===== src/rtl/branch_pkg.sv =====
// ----------------------------------------------------------------------------
// branch_pkg
// Shared types for the branch sequencer: PC width, branch-type encodings as
// presented by decode, sequencer states, and two small helper functions.
// ----------------------------------------------------------------------------
package branch_pkg;

    localparam int PC_W = 16;

    typedef enum logic [1:0] {
        BR_BNE  = 2'b00,
        BR_BEQ  = 2'b01,
        BR_JMP  = 2'b10,
        BR_RSVD = 2'b11   // never taken
    } br_type_t;

    typedef enum logic [1:0] {
        S_FETCH,
        S_RESOLVE,
        S_REDIRECT
    } state_t;

    // Conditional-branch decision from the compare flag (nEq = operands differ).
    function automatic logic resolve_taken(input br_type_t t, input logic neq);
        return ((t == BR_BNE) && neq) || ((t == BR_BEQ) && !neq);
    endfunction

    // Saturating 16-bit increment for the statistics counters.
    function automatic logic [15:0] sat_inc(input logic [15:0] v);
        return (v == 16'hFFFF) ? v : v + 16'd1;
    endfunction

endpackage


===== src/rtl/branch_target_adder.sv =====
// ----------------------------------------------------------------------------
// branch_target_adder
// PC-relative target: br_pc + sign-extended OFF_W-bit word offset, wrapping
// modulo 2^PC_W. Purely combinational.
//   br_pc  in  PC_W   PC of the branch instruction
//   br_off in  OFF_W  signed word offset
//   tgt    out PC_W   branch target
// ----------------------------------------------------------------------------
module branch_target_adder
    import branch_pkg::*;
#(
    parameter int OFF_W = 8
) (
    input  logic [PC_W-1:0]  br_pc,
    input  logic [OFF_W-1:0] br_off,
    output logic [PC_W-1:0]  tgt
);

    logic [PC_W-1:0] off_sext;

    assign off_sext = {{(PC_W-OFF_W){br_off[OFF_W-1]}}, br_off};
    // Carry out of the top bit is dropped, giving the mod 2^16 wrap.
    assign tgt      = br_pc + off_sext;

endmodule


===== src/rtl/branch_sequencer.sv =====
// ----------------------------------------------------------------------------
// branch_sequencer
// Owns the fetch PC. Accepts one branch op at a time from decode, waits for
// the compare result (nEq) and, when the branch is taken (or on JMP), loads
// the target and pulses flush/br_taken for one cycle.
//
// Ports:
//   clk, rst            clock; synchronous active-high reset
//   stall               freezes sequential PC increment (FETCH/RESOLVE)
//   br_valid/br_ready   branch-op handshake from decode
//   br_type             00 BNE, 01 BEQ, 10 JMP, 11 reserved (not taken)
//   br_pc, br_off       PC-relative target inputs
//   jmp_tgt             absolute JMP target
//   cmp_valid, nEq      compare result, only looked at while resolving
//   pc                  current fetch address
//   flush, br_taken     one-cycle redirect pulses
//
// Optional feature (macro BRANCH_STATS_EN): adds saturating counters
//   stat_taken  - every redirect, JMP included
//   stat_ntaken - every not-taken resolve
// ----------------------------------------------------------------------------
module branch_sequencer
    import branch_pkg::*;
#(
    parameter logic [PC_W-1:0] RESET_PC = 16'h0000,
    parameter int              OFF_W    = 8
) (
    input  logic             clk,
    input  logic             rst,
    input  logic             stall,
    input  logic             br_valid,
    output logic             br_ready,
    input  logic [1:0]       br_type,
    input  logic [PC_W-1:0]  br_pc,
    input  logic [OFF_W-1:0] br_off,
    input  logic [PC_W-1:0]  jmp_tgt,
    input  logic             cmp_valid,
    input  logic             nEq,
    output logic [PC_W-1:0]  pc,
    output logic             flush,
    output logic             br_taken
`ifdef BRANCH_STATS_EN
    ,
    output logic [15:0]      stat_taken,
    output logic [15:0]      stat_ntaken
`endif
);

    state_t          state_q, state_d;
    logic [PC_W-1:0] pc_q, pc_d;
    logic [PC_W-1:0] tgt_q, tgt_d;
    br_type_t        type_q, type_d;
    logic            redirect_q, redirect_d;
    logic            ntaken_evt;
    logic            accept;
    logic [PC_W-1:0] pc_inc;
    logic [PC_W-1:0] tgt_sum;

    branch_target_adder #(.OFF_W(OFF_W)) u_tgt_adder (
        .br_pc  (br_pc),
        .br_off (br_off),
        .tgt    (tgt_sum)
    );

    assign br_ready = (state_q == S_FETCH) && !rst;
    assign accept   = br_valid && br_ready;
    assign pc_inc   = pc_q + 16'd1;

    // NOTE: every always_comb output gets a default before any branch, so no
    // path leaves a signal unassigned and no latch is inferred.
    always_comb begin
        state_d    = state_q;
        pc_d       = pc_q;
        tgt_d      = tgt_q;
        type_d     = type_q;
        redirect_d = 1'b0;
        ntaken_evt = 1'b0;

        unique case (state_q)
            S_FETCH: begin
                if (accept && (br_type_t'(br_type) == BR_JMP)) begin
                    // JMP redirects immediately; the fall-through increment is suppressed.
                    pc_d       = jmp_tgt;
                    redirect_d = 1'b1;
                    state_d    = S_REDIRECT;
                end else begin
                    // Speculative fetch continues on the accept edge too.
                    if (!stall) pc_d = pc_inc;
                    if (accept) begin
                        type_d  = br_type_t'(br_type);
                        tgt_d   = tgt_sum;
                        state_d = S_RESOLVE;
                    end
                end
            end

            S_RESOLVE: begin
                if (cmp_valid && resolve_taken(type_q, nEq)) begin
                    pc_d       = tgt_q;
                    redirect_d = 1'b1;
                    state_d    = S_REDIRECT;
                end else begin
                    if (!stall) pc_d = pc_inc;
                    if (cmp_valid) begin
                        ntaken_evt = 1'b1;
                        state_d    = S_FETCH;
                    end
                end
            end

            // PC holds for the flush cycle regardless of stall.
            S_REDIRECT: state_d = S_FETCH;

            default: state_d = S_FETCH;
        endcase
    end

    // NOTE: sequential state uses non-blocking assignments only, so every flop
    // samples the pre-edge value of its neighbours.
    always_ff @(posedge clk) begin
        if (rst) begin
            state_q    <= S_FETCH;
            pc_q       <= RESET_PC;
            tgt_q      <= '0;
            type_q     <= BR_BNE;
            redirect_q <= 1'b0;
        end else begin
            state_q    <= state_d;
            pc_q       <= pc_d;
            tgt_q      <= tgt_d;
            type_q     <= type_d;
            redirect_q <= redirect_d;
        end
    end

    assign pc       = pc_q;
    assign flush    = redirect_q;
    assign br_taken = redirect_q;

`ifdef BRANCH_STATS_EN
    logic [15:0] stat_taken_q, stat_taken_d;
    logic [15:0] stat_ntaken_q, stat_ntaken_d;

    always_comb begin
        stat_taken_d  = redirect_d ? sat_inc(stat_taken_q)  : stat_taken_q;
        stat_ntaken_d = ntaken_evt ? sat_inc(stat_ntaken_q) : stat_ntaken_q;
    end

    always_ff @(posedge clk) begin
        if (rst) begin
            stat_taken_q  <= '0;
            stat_ntaken_q <= '0;
        end else begin
            stat_taken_q  <= stat_taken_d;
            stat_ntaken_q <= stat_ntaken_d;
        end
    end

    assign stat_taken  = stat_taken_q;
    assign stat_ntaken = stat_ntaken_q;
`else
    // Not-taken event only feeds the optional counters.
    logic unused_ntaken;
    assign unused_ntaken = ntaken_evt;
`endif

endmodule


===== config.mk =====
export PLATFORM = sky130hd
export DESIGN_NAME = branch_sequencer
export DESIGN_NICKNAME = d
export VERILOG_FILES = /design/src/rtl/branch_pkg.sv /design/src/rtl/branch_target_adder.sv /design/src/rtl/branch_sequencer.sv
export SDC_FILE = /design/constraint.sdc
export NUM_CORES = 1
export LEC_CHECK = 0
export CAP_MARGIN = 20
export CORE_UTILIZATION = 49
export DETAILED_ROUTE_END_ITERATION = 8
export PLACE_DENSITY = 0.9
export SLEW_MARGIN = 20
export SYNTH_ARGS = -nofsm -noshare
export SYNTH_HDL_FRONTEND = slang
export SYNTH_SLANG_ARGS = --single-unit

===== constraint.sdc =====
create_clock -name clk -period 2.71 [get_ports clk]
set_input_delay 0.4065 -clock clk [delete_from_list [all_inputs] [get_ports clk]]
set_output_delay 0.4065 -clock clk [all_outputs]
set_load 0.02 [all_outputs]

==> metrics.md, run 1 <==
| Metric | Value |
|---|---|
| Post-synth EDFFs | 0 |
| Syn Std Cell Area | 0.002571 mm^2 |
| Synth Area in XOR/XNOR | 8.856% |
| PostCTS Resize Cnt | 0 |
| Period Utilization, post-route | 86.24% |
| Sequential fraction of the synthesis area | 28.81% |
| Worst Hold Depth | 2 |
| Iter 0 DRT Violations | 357 |
| Fin cells | 445 |
| Post-detail-place hpwl | 4861 um |
| Max VDD drop | 207.8 uV |
| Remaining DRCs | 0 |
| # IOs | 67 |
| Worst reg-to-reg path cell count | 5 |
| Die W | 74.44 um |
| Largest area contributor in the netlist | dfxtp_1 |
| Slew Viols, Final | 0 |
| Leak | 0.001223 uW |
| Largest family of logic cells by synthesized area | compound AO/OA/AOI/OAI gates |
| Yosys cell types | 53 |
| Placer Congestion | 0.9241 |
| Routed vias | 2599 |
| RSZ-0062 raised after global routing | no |
| Status | finished clean |
| Synth async-reset ratio | 0% |
| Clock skew | 12.14 ps |
| IO buf count | 66 |
| Power Density | 415.9 mW/mm^2 |
| Worst skew pair latency | 290 ps |
| Largest net degree at the start of global routing | 40 |
| Initial antenna violation count | 0 |
| N_diodes | 0 |
| F_max | 0.4279 GHz |
| Placed cell area | 0.003284 mm^2 |
| Hold Vio Cnt, Final | 0 |
| Largest fanout on the critical path | 9 |
| CTS tree | done |
| Max cap viols | 0 |
| Final Setup Violations | 0 |
| Clock sink count | 37 |
| Drt pass-1 iters | 6 |
| Critical Path Sink Type | register |
| Drt total wl | 6449 um |
| DR vias/cell | 5.840 |
| Syn nets | 375 |
| Core Footprint | 0.005075 mm^2 |
| Mux contribution to synthesized area | 0.8759% |
| Avg WL per Cell | 14.49 um |
| Fin crit period | 2337 ps |
| Critical Path AT | 2530 ps |
| Postcts setup bufs | 0 |
| Post-Synth Simple-Gate Area | 23.07% |
| Die area | 0.005541 mm^2 |
| Setup TNS | 0 ps |
| Hold Crit Class | reg2reg |
| Synth top area share | 28.81% |
| Post-Synth Adder-Cell Area | 8.564% |
| #FFs+latches synth | 37 |
| Clock Root Buffer | clkbuf_8 |
| Worst-path clk slew | 70 ps |
| Main flop type after synthesis | dfxtp_1 |
| Max Root-Sink Buffers | 2 |
| Critical path launch point type | input port |
| Die Y | 74.44 um |
| Vias in the first global route | 2410 |
| Slew headroom | 33.88% |
| First-pass GRT wire length | 10470 um |
| Post-Layout Inst Area | 0.003367 mm^2 |
| Inserted Clock Buffers | 5 |
| Warnings from Yosys | 0 |
| H-tree levels | 2 |
| Critical Path RT | 2910 ps |
| Post-synthesis cell count | 310 |
| CTS hold repair buffers | 0 |
| Nets | 439 |
| Grt total ovfl | 0 |
| Initial core utilization | 50.67% |
| Mean post-synth cell area | 8.294 um^2 |
| Synth area leaders | dfxtp_1 (29%), ha_1 (7.8%), a21oi_1 (6.6%), xnor2_1 (6.1%), a222oi_1 (5.5%) |
| Placed instance count | 437 |
| Setup CP Type | in2reg |
| Area growth from synthesis to layout | 30.95% |
| Rows | 26 |
| Antenna Violating Nets Remaining | 0 |
| Post-synthesis compound-gate area fraction | 25.11% |
| Share of layout cells above drive strength 1 | 8.533% |
| Total Routing Usage GR | 24.29% |
| Slew @ Worst Pin | 991.8 ps |
| Layout fillers | 429 |
[kinds of logic (layout without fill, tap and decap cells)]
logic type | Yosys count | after routing
xor+xnor | 26 | 26
mux | 2 | 2
buf+inv | 24 | 89
fa+ha+maj | 17 | 17
compound gates | 87 | 87
flops | 37 | 37
simple gates | 117 | 117
[sequential cells by signal (all words and copies together), names as in the netlist]
name / count
type_q: 2
state_q: 2
tgt_q: 16
br_taken: 1
pc: 16
[worst max-delay path: stages]
cell,delay (ps)
clkdlybuf4s50_1,600
ha_1,470
inv_1,80
o21ai_0,270
a41oi_2,90
or3_1,370
a311oi_1,240
[cell usage after synthesis, types with 3 or more instances]
cell      instances
dfxtp_1          37
nand2_1          36
a21oi_1          34
nor2_1           24
xnor2_1          18
ha_1             16
a222oi_1         14
nor3_1           11
nand3_1          10
clkbuf_1          8
o21ai_0           8
xor2_1            8
inv_1             7
nand4_1           7
a211oi_1          6
nand3b_1          5
nor2b_1           5
buf_2             4
and3_1            3
buf_4             3
[cell type report]
cell class / count / area (um^2) / area share [%]
multi-input combinational: 249 / 1709 / 50.76
sequential: 37 / 740.7 / 22.00
timing repair buffer: 74 / 720.7 / 21.40
tap: 70 / 87.58 / 2.601
clock buffer: 6 / 72.57 / 2.155
inverter: 7 / 26.28 / 0.7804
clock inverter: 2 / 10.01 / 0.2973
[power breakdown]
part	switching, uW	internal [uW]	leakage (uW)
logic	209	208	0.000876
clock network	194	178	0.0000450
registers	33.3	578	0.000302
[final timing paths]
path	start	to	slack, ps
max	br_off[7]	tgt_q[10]$_SDFFE_PP0P_	370
min	tgt_q[7]$_SDFFE_PP0P_	tgt_q[7]$_SDFFE_PP0P_	460
max reg2reg	state_q[0]$_SDFFE_PP0P_	pc[6]$_SDFFE_PP0P_	550
min reg2reg	tgt_q[7]$_SDFFE_PP0P_	tgt_q[7]$_SDFFE_PP0P_	460
[through the flow]
| stage | power, uW | utilization, % | setup WS (ps) | hold slack (ps) |
|---|---|---|---|---|
| final | 1400 | 66.35 | 372.9 | 459.0 |
| after global routing | 1469 | 66.35 | 220.7 | 481.1 |
| after CTS | 1400 | 66.35 | 371.4 | 459.5 |
| after detailed placement | 1035 | 64.72 | 71.43 | 446.9 |
| after global placement | 1021 | 64.72 | 137.0 | 443.3 |
| after floorplan | 878.7 | - | 638.2 | 429.4 |
[cell usage in the layout, fill, tap and decap left out, drive strengths merged, types with 10 or more instances in the layout]
cell type / count
nor2: 25
nand3: 10
ha: 16
clkdlybuf4s50: 66
nor3: 12
o21ai: 10
xnor2: 18
a222oi: 14
a21oi: 36
nand2: 37
dfxtp: 37
[routing by layer]
layer	track usage, %	routed length, um
met5	0	0
met4	9.853	120
met3	3.388	550
met2	41.14	3066
met1	31.01	2712
Note: power is estimated with default switching activity, not from simulation.
==> run 2, diff against run 1 <==
Settings changed: CORE_UTILIZATION 49 to 51, CTS_BUF_LIST from default to sky130_fd_sc_hd__clkbuf_8, PLACE_DENSITY 0.9 to 0.93.
==> metrics.md, run 2 (synthesized netlist as in run 1, its figures left out) <==
| Metric | Value |
|---|---|
| Avg WL per Cell | 14.74 um |
| Cell family with most CP delay | compound AO/OA/AOI/OAI gates |
| Slew Viols, Final | 0 |
| Fin crit period | 2404 ps |
| Power share of the clock group | 27.1% |
| Power Internal | 983.9 uW |
| Largest fanout on the critical path | 2 |
| Iter 0 DRT Violations | 248 |
| CTS tree | done |
| Initial antenna violation count | 0 |
| Most frequent cells in the layout | clkdlybuf4s50_1 (66), dfxtp_1 (37), nand2_1 (36) |
| Final WS setup | 305.9 ps |
| Inserted Clock Buffers | 5 |
| Max cap viols | 0 |
| Die W | 73.01 um |
| Final Setup Violations | 0 |
| Post-detail-place hpwl | 4892 um |
| Setup CP Type | in2reg |
| Placer Congestion | 0.8505 |
| H-tree levels | 2 |
| Hold Vio Cnt, Final | 0 |
| Max Root-Sink Buffers | 2 |
| Hold path endpoint | tgt_q[0]$_SDFFE_PP0P_ |
| Slew @ Worst Pin | 904.5 ps |
| Slew headroom | 39.70% |
| Nets | 439 |
| RSZ-0062 raised after global routing | no |
| Flop-to-flop setup slack | 420 ps |
| Power Density | 419.4 mW/mm^2 |
| Cell depth of the worst setup path | 8 |
| Worst path bufs/invs | 1 |
| Share of layout cells above drive strength 1 | 8.289% |
| Leak | 0.001225 uW |
| Switching power share of the total | 30.32% |
| Clock sink count | 37 |
| Crit-path max cell delay | 470 ps |
| Largest net degree at the start of global routing | 40 |
| Worst reg-to-reg path cell count | 5 |
| Drt pass-1 iters | 5 |
| Worst skew pair latency | 290 ps |
| Placed instance count | 434 |
| Critical Path RT | 2910 ps |
| Setup TNS | 0 ps |
| Antenna Violating Nets Remaining | 0 |
| Area growth from synthesis to layout | 30.95% |
| Clock Root Buffer | clkbuf_8 |
| Post-Place Setup Slack | 43.80 ps |
| Worst Hold Depth | 2 |
| R2r endpoint | pc[13]$_SDFFE_PP0P_ |
| Status | finished clean |
| Multi-input logic area | 0.001709 mm^2 |
| Remaining DRCs | 0 |
| Routed vias | 2598 |
| Hold slack | 460.3 ps |
| Most common cell after layout, fill and taps aside | clkdlybuf4s50_1 |
| CP dominant cell by count | a211oi_1 |
| Hold Crit Class | reg2reg |
| Max VDD drop | 236.4 uV |
| HP Start | tgt_q[0]$_SDFFE_PP0P_ |
| IO buf count | 66 |
| Period Utilization, post-route | 88.71% |
| Flop pwr share | 43.5% |
| Rows | 25 |
| Critical Path, Cell by Cell | clkdlybuf4s50_1 > ha_1 > a211oi_1 > o211ai_1 > a311oi_2 > nor2_1 > xnor2_1 > a211oi_1 |
| Critical Path AT | 2600 ps |
| Sw power | 428.2 uW |
| Initial core utilization | 53.73% |
| Die area | 0.005330 mm^2 |
| Comb pwr share | 29.3% |
| Grt total ovfl | 0 |
| N_diodes | 0 |
| Register area | 740.7 um^2 |
| Total Routing Usage GR | 26.67% |
| Worst-path clk slew | 70 ps |
| Critical Path Sink Type | register |
| Layout fillers | 384 |
| First-pass GRT wire length | 11080 um |
| F_max | 0.4160 GHz |
| Postcts setup bufs | 0 |
| RR Startpoint | state_q[1]$_SDFFE_PP0P_ |
| CTS hold repair buffers | 0 |
| Fin cells | 441 |
| Drt total wl | 6499 um |
| Vias in the first global route | 2556 |
| Critical path launch point type | input port |
| PostCTS Resize Cnt | 0 |
| # IOs | 67 |
| DR vias/cell | 5.891 |
| Die Y | 73.01 um |
| Crit-path slowest cell | clkdlybuf4s50_1 |
| Clock skew | 5.299 ps |
| Core Footprint | 0.004786 mm^2 |
run 2: area by class of cell:
type | instances | area share [%]
clock buffers | 6 | 2.453
clock inverters | 1 | 0.1115
inverters | 7 | 0.7804
multi-input cells | 249 | 50.76
flip-flops and latches | 37 | 22.00
well taps | 67 | 2.490
repair buffers | 74 | 21.40
run 2: power by group through the flow:
stage	clock network (uW)	logic (uW)	registers (uW)
3_3_place_gp	0	400	622
5_1_grt	405	458	618
3_5_place_dp	0	410	625
6_report	383	414	615
4_1_cts	386	414	613
2_1_floorplan	0	254	624
run 2: how the worst max path moves through the flow:
stage,startpoint,to
floorplan,br_pc[0],tgt_q[14]$_SDFFE_PP0P_
global placement,br_pc[0],tgt_q[14]$_SDFFE_PP0P_
detailed placement,br_pc[1],tgt_q[9]$_SDFFE_PP0P_
CTS,br_pc[1],tgt_q[9]$_SDFFE_PP0P_
global route,br_pc[1],tgt_q[9]$_SDFFE_PP0P_
finish,br_pc[1],tgt_q[9]$_SDFFE_PP0P_
run 2: per-layer routing:
metal	routed length, um	vias to the layer above	global-route usage, %	part of all wire, %
met3	376	19	3.453	5.8
li1	-	1283	-	-
met2	3205	114	46.19	49
met1	2686	1182	31.27	41
met4	231	0	15.90	3.6
met5	0	-	0	0
run 2: worst reg2reg max path, cell delays in order (launching register included):
cell,delay (ps)
dfxtp_1,700
nor3_1,200
and3_1,240
a311oi_2,730
nand2_1,130
a21oi_1,210
run 2: through the flow:
step / instance area [um^2] / power, uW / utilization (%)
final: 3367 / 1412 / 70.35
after global routing: 3367 / 1481 / 70.35
after CTS: 3367 / 1413 / 70.35
after detailed placement: 3281 / 1035 / 68.55
after global placement: 3281 / 1022 / 68.55
after floorplan: 2571 / 878.7 / -
==> run 3, diff against run 2 <==
Settings changed: SKIP_LAST_GASP from default to 1.
==> results of run 3 <==
No change in the layout: final DEF, timing and power equal those of run 2.
